[config.mk]
export PLATFORM = sky130hd
export DESIGN_NAME = seq_decoder
export DESIGN_NICKNAME = d
export VERILOG_FILES = /design/src/rtl/seq_decoder.sv
export SDC_FILE = /design/constraint.sdc
export NUM_CORES = 1
export LEC_CHECK = 0
export CORE_ASPECT_RATIO = 1.1
export CORE_MARGIN = 1
export CORE_UTILIZATION = 39
export CTS_CLUSTER_DIAMETER = 100
export DETAILED_ROUTE_END_ITERATION = 12
export PLACE_DENSITY_LB_ADDON = 0.05
export SYNTH_ARGS = -nofsm -noshare
export SYNTH_HDL_FRONTEND = slang
export SYNTH_SLANG_ARGS = --single-unit
export TNS_END_PERCENT = 5
[constraint.sdc]
create_clock -name clk -period 1.7 [get_ports clk]
set_input_delay 0.51 -clock clk [delete_from_list [all_inputs] [get_ports clk]]
set_output_delay 0.51 -clock clk [all_outputs]
set_load 0.02 [all_outputs]
[src/rtl/seq_decoder.sv]
// rtl/seq_decoder.sv - registered N-to-2^N decoder with direct load and auto-advancing scan ring
//
// Purpose: decodes an index register into a one-hot (or one-cold) output.
//   Direct mode (mode=0) loads sel on load and holds it.
//   Scan mode (mode=1) steps the index every dwell+1 cycles.
//   In scan mode the index wraps to 0 after reaching last, pulsing wrap.
//
// Ports:
//   clk     - system clock, rising edge
//   rst_n   - asynchronous active-low reset
//   en      - block enable; 0 drives all outputs idle
//   mode    - 0 = direct decode, 1 = scan
//   load    - loads sel into idx when en=1 (both modes)
//   sel     - index to load
//   dwell   - scan: cycles per step minus one
//   last    - scan: highest index before wrap to 0
//   Y       - decoded output (active-high, or active-low if ACTIVE_LOW)
//   idx     - current index register
//   active  - 1 when Y carries a selected line
//   wrap    - one-cycle pulse on scan wrap to 0
module seq_decoder #(
  parameter int N          = 4,
  parameter int DW         = 8,
  parameter bit ACTIVE_LOW = 1'b0
) (
  input  logic              clk,
  input  logic              rst_n,
  input  logic              en,
  input  logic              mode,
  input  logic              load,
  input  logic [N-1:0]      sel,
  input  logic [DW-1:0]     dwell,
  input  logic [N-1:0]      last,
  output logic [(1<<N)-1:0] Y,
  output logic [N-1:0]      idx,
  output logic              active,
  output logic              wrap
);

  localparam int W = 1 << N;

  logic          act;
  logic [DW-1:0] dcnt;
  logic          mode_q;
  logic [W-1:0]  y_hot;

  always_ff @(posedge clk or negedge rst_n) begin
    if (!rst_n) begin
      idx    <= '0;
      act    <= 1'b0;
      dcnt   <= '0;
      mode_q <= 1'b0;
      wrap   <= 1'b0;
    end else begin
      mode_q <= mode;
      if (!en) begin
        // idx deliberately holds so re-enabling in direct mode needs a fresh load
        act  <= 1'b0;
        dcnt <= '0;
        wrap <= 1'b0;
      end else if (!mode) begin
        if (load) begin
          idx <= sel;
          act <= 1'b1;
        end
        dcnt <= '0;
        wrap <= 1'b0;
      end else begin
        act <= 1'b1;
        if (load) begin
          idx  <= sel;
          dcnt <= '0;
          wrap <= 1'b0;
        end else if (mode != mode_q) begin
          // restart the dwell on entry so the first step is full length
          dcnt <= '0;
          wrap <= 1'b0;
        end else if (dcnt == dwell) begin
          dcnt <= '0;
          // >= also catches idx above a lowered last or an out-of-range load
          if (idx >= last) begin
            idx  <= '0;
            wrap <= 1'b1;
          end else begin
            idx  <= idx + 1'b1;
            wrap <= 1'b0;
          end
        end else begin
          dcnt <= dcnt + 1'b1;
          wrap <= 1'b0;
        end
      end
    end
  end

  always_comb begin
    y_hot = '0;
    if (act) y_hot[idx] = 1'b1;
  end

  assign Y      = ACTIVE_LOW ? ~y_hot : y_hot;
  assign active = act;

endmodule

# Yosys cells after proc, flatten, opt, wreduce, memory -nomap -nowiden
# Index checks and enable logic that the tools add are counted.
dict set report totals {
  register_bits 15
  elab_cells 41
}
dict set report classes {
  n_eq_ne 4
  add_sub_neg 2
  n_lt_le_gt_ge 3
  mux 23
  n_reduce_logical 4
}
# op n
set ops {}
lappend ops {{two-way mux 8 bit} 5}
lappend ops {{two-way mux 4 bit} 6}
lappend ops {{two-way mux 16 bit} 1}
lappend ops {{two-way mux 1 bit} 10}
lappend ops {{adder 8 x 1 -> 8 bit (second input constant)} 1}
lappend ops {{== test 8 bit} 1}
lappend ops {{less-than comparator 4 x 5 -> 1 bit (second input constant)} 1}
lappend ops {{adder 4 x 1 -> 4 bit (second input constant)} 1}
lappend ops {{demux 1 bit (select 4 bit)} 1}
lappend ops {{>= comparator 4 x 1 -> 1 bit (second input constant)} 1}
lappend ops {{>= comparator 4 bit} 1}
lappend ops {{AND reduction 4 bit} 1}
lappend ops {{nonzero test 2 bit} 2}
lappend ops {{inequality test 3 x 1 -> 1 bit (second input constant)} 1}
lappend ops {{inequality test 2 bit (second input constant)} 1}
lappend ops {{logical AND 1 bit} 1}
lappend ops {{inequality test 1 bit} 1}

# Longest topological paths before layout
dict set report depth {
  depth_word 7
  ltp_mapped 7
}

# Worst setup path after synthesis
# Ideal clock, no wire load.
dict set report synth_timing {
  path_kind {reg2reg}
  from {reg idx[0]}
  to {reg idx[3]}
  arrival_time_ps 1941
  path_buffers 0
  setup_slack_ps -306
  synth_period_minus_slack_ps 2006
  t_required_ps 1635
  stages_incl_launch_ff 8
  path_cell_list {dfrtp_1 -> inv_1 -> ha_1 -> nand2b_4 -> a2111oi_4 -> o21ai_2 -> o31ai_2 -> a22o_1}
}
dict set report synth_via {
  elab_chain_cells 6
}
# element line_no
set synth_rtl {}
lappend synth_rtl {{start: declaration} 35} ;# output logic [N-1:0] idx,
lappend synth_rtl {{start signal: assignment} 63} ;# idx <= sel;
lappend synth_rtl {{start signal: assignment} 71} ;# idx <= sel;
lappend synth_rtl {{start signal: assignment} 85} ;# idx <= idx + 1'b1;
lappend synth_rtl {{adder 4 x 1 -> 4 bit / >= comparator 4 bit (equally long branches)} {85, 81}}
lappend synth_rtl {{two-way mux 4 bit *} 81} ;# if (idx >= last) begin
lappend synth_rtl {{two-way mux 4 bit *} 78} ;# end else if (dcnt == dwell) begin
lappend synth_rtl {{two-way mux 4 bit *} 74} ;# end else if (mode != mode_q) begin
lappend synth_rtl {{two-way mux 4 bit *} 70} ;# if (load) begin
lappend synth_rtl {{two-way mux 4 bit *} 61} ;# end else if (!mode) begin
# Every way passes the cells marked *; elsewhere a longest branch is shown, timed or not. The select of a mux whose other input is x is not followed.
# A chain may end at the register's enable or synchronous reset.

# Final worst setup path
dict set report layout_timing {
  from {in last[3]}
  to {reg idx[3]}
}
dict set report layout_via {
  elab_chain_cells 6
}
# element line_no
set layout_rtl {}
lappend layout_rtl {{start: declaration} 33} ;# input logic [N-1:0] last,
lappend layout_rtl {{>= comparator 4 bit} 81}
lappend layout_rtl {{two-way mux 4 bit} 81}
lappend layout_rtl {{two-way mux 4 bit} 78}
lappend layout_rtl {{two-way mux 4 bit} 74}
lappend layout_rtl {{two-way mux 4 bit} 70}
lappend layout_rtl {{two-way mux 4 bit} 61}
# Every way passes these cells. The select of a mux whose other input is x is not followed.

==> reports/metrics.csv <==
stage;metric;value;unit
status;outcome;complete, but fails checks;
status;violations;negative setup slack;
global_routing;grt_start_max_net_pins;16;
finish;drive_gt1_share;42.0;%
routing;wl_per_cell;13.0;um
finish;stdcell_area;1810;um^2
timing;min_period_over_period;110;%
clock_network;clock_path_buffers;2;
timing;fmax;0.534;GHz
global_routing;grt_pass1_vias;1073;
synth;syn_area;1100;um^2
timing;slew_headroom;76.2;%
global_routing;antenna_found_initial;0;
critical_path;crit_chain;clkdlybuf4s50_1, inv_1, ha_2, a2111oi_4, o21ai_4, o31ai_2, a22o_1;
routing;drtIter0Drc;9;
synth;avgSynthCellArea;9.28;um^2
routing;vias;1045;
synth;synth_adder_area_share;10.2;%
timing;hold_viol;0;
critical_path;path_class;input pin to flop;
floorplan;rows;19;
synth;synth_compound_area_share;13.1;%
finish;fin_cells;219;
pwr;p_per_area;711;nW/um^2
timing;skew;0.00424;ns
place;io_buffers;42;
clock_network;clk_latency;0.29;ns
routing;post_drt_via_cell_ratio;4.77;
global_routing;grtUsageMet3;4.72;%
critical_path;slowest_delay;0.46;ns
routing;dr.pass1.iters;4;
critical_path;cp_max_fo;6;
place;hpwl;2270;um
finish;fillers;229;
pwr;ir_drop;0.644;mV
pwr;leakagePower;0.000906;uW
synth;synthXorXnorAreaFrac;11.1;%
place;gp_congestion;0.744;
place;post-place-ws;-0.620;ns
critical_path;start_kind;input pin;
global_routing;grt.total_usage;21.3;%
synth;ys_types;33;
timing;min_period;1.87;ns
clock_network;cts_buffers;3;
place;dp_cells;212;
critical_path;crit_family;compound AO/OA/AOI/OAI gates;
synth;yosys_most_used_dff;dfrtp_1;
critical_path;setup.worst_path.end_class;flop;
clock_network;cts_sinks;15;
synth;async_reset_ff_share;100;%
global_routing;met2_usage;36.2;%
floorplan;dieHeight;57.8;um
timing;worst_slack;-0.171;ns
synth;synth_nets;149;
synth;ys_seq_elements;15;
synth;synth-edff-count;0;
pwr;power.total;1280;uW
synth;synth_cells;119;
critical_path;cp.buffers_inverters;2;
synth;ys_warn_count;0;
clock_network;htreeDepth;1;
floorplan;io_pins;43;
finish;final_nets;219;
routing;ant_nets;0;
clock_network;root_buffer;clkbuf_4;
clock_network;cts_tree;yes;
finish;area_growth;63.5;%
synth;ys_seq_area_share;34.0;%
floorplan;die_area;3050;um^2
clock_network;clk_pin_slew;0.09;ns
global_routing;grt_most_used_layer;met2;
critical_path;cp_slowest_cell;clkdlybuf4s50_1;
place;postPlaceCellArea;1720;um^2
global_routing;overflow;0;
routing;routed_wl;2850;um
floorplan;core;2590;um^2
global_routing;use_met1;28.0;%
hold_path;min_path_type;input pin to async pin;
timing;tightest_slew;0.354;ns
timing;slew_viol_final;0;
timing;setup_viol;20;
synth;synth_simple_gate_area_share;27.1;%
synth;synth_mux_area_share;0.906;%
clock_network;postCtsHoldBufs;0;
synth;synth_top_family_by_area;simple AND/OR/NAND/NOR gates;
timing;fin_tns_setup;-2.76;ns
critical_path;cp.required;1.93;ns
floorplan;floorplan.initialDensity;42.6;%
floorplan;dieWidth;52.7;um
flow_run;cap_violations;0;
finish;n_antenna_cell;0;
critical_path;arrival;2.10;ns
global_routing;grt_pass1_wl;4800;um
timing;rsz0062_at_grt;true;
routing;drc;0;
repair_timing:
item                                    in CTS  in global routing
endpoints found under the setup margin      35                 34
cloned                                       0                  0
pin swaps                                    9                 10
buffers inserted                             2                  1
resized for setup                           93                 27
state kept, by name (all words and copies together) (netlist names):
| name | flops |
|---|---|
| active | 1 |
| dcnt | 8 |
| idx | 4 |
| mode_q | 1 |
| wrap | 1 |
layer usage:
| metal | share of wire, % | routed length [um] |
|---|---|---|
| met4 | 0.49 | 14 |
| met2 | 50 | 1420 |
| met3 | 3.3 | 94 |
| met1 | 46 | 1320 |
| met5 | 0 | 0 |
layout by cell type, fill, tap and decap left out, types with 2 or more instances in the layout:
cell / instances
nor2_1: 11
inv_2: 3
dlygate4sd2_1: 2
nor2b_1: 2
nand2b_4: 2
dfrtp_2: 2
nor4_2: 3
ha_2: 4
a21oi_1: 3
xor2_1: 11
nand2_2: 2
dfrtp_1: 13
and3_1: 4
buf_2: 11
clkdlybuf4s50_1: 17
dlymetal6s2s_1: 2
nand3_1: 6
buf_4: 28
xnor2_1: 3
a2bb2oi_1: 2
nand2_1: 4
buf_6: 3
clkbuf_4: 3
clkbuf_2: 3
ha_4: 3
and2_1: 12
nor3_2: 2
inv_1: 4
ha_1: 2
metrics by stage:
stage / hold slack [ns] / util (%)
floorplan: 0.214 / -
detailed placement: 0.570 / 66.4
CTS: 0.528 / 68.6
global route: 0.541 / 69.7
finish: 0.529 / 69.7
global placement: 0.546 / 66.4
cell usage after synthesis, types with 2 or more instances:
library cell,n,area (um^2)
a21oi_1,3,15.0
a2bb2oi_1,2,17.5
and2_1,12,75.1
and3_1,5,31.3
buf_2,2,10.0
dfrtp_1,15,375
ha_1,9,113
inv_1,8,30.0
nand2_1,6,22.5
nand2b_1,2,12.5
nand3_1,6,30.0
nor2_1,12,45.0
nor2b_1,2,12.5
nor3_1,3,15.0
nor4_1,2,12.5
xnor2_1,3,26.3
xor2_1,11,96.3
final timing paths:
path,end,startpoint,depth (start not counted),slack (ns)
worst max-delay path,idx[3],last[3],7,-0.17
worst min-delay path,mode_q,rst_n,2,0.53
worst max register to register,idx[3],idx[0],8,-0.15
worst min register to register,dcnt[7],dcnt[7],2,0.59
max in group asynchronous,idx[0],rst_n,2,0.98
min in group clk,dcnt[7],dcnt[7],2,0.59
power breakdown:
group          leakage (uW)  switching (uW)  total (uW)  internal [uW]
Sequential         0.000195            35.5         419            384
Clock             0.0000177             113         200           87.6
Combinational      0.000693             317         665            348
area by class of cell:
type / count / area (um^2) / share of cell area, %
Clock buffer: 3 / 22.5 / 1.25
Tap cell: 31 / 38.8 / 2.15
Timing Repair Buffer: 67 / 538 / 29.8
Multi-Input combinational cell: 94 / 792 / 43.8
Clock inverter: 1 / 5.00 / 0.277
Inverter: 8 / 32.5 / 1.80
Sequential cell: 15 / 378 / 20.9
cells by family after synthesis:
group | count (synthesis)
muxes | 1
buffers and inverters | 10
DFF | 15
adders and majority gates | 9
xor gates and xnor gates | 14
and+or+nand+nor | 54
AOI/OAI and AO/OA | 16
No activity file was read; power rests on OpenSTA's default activity.
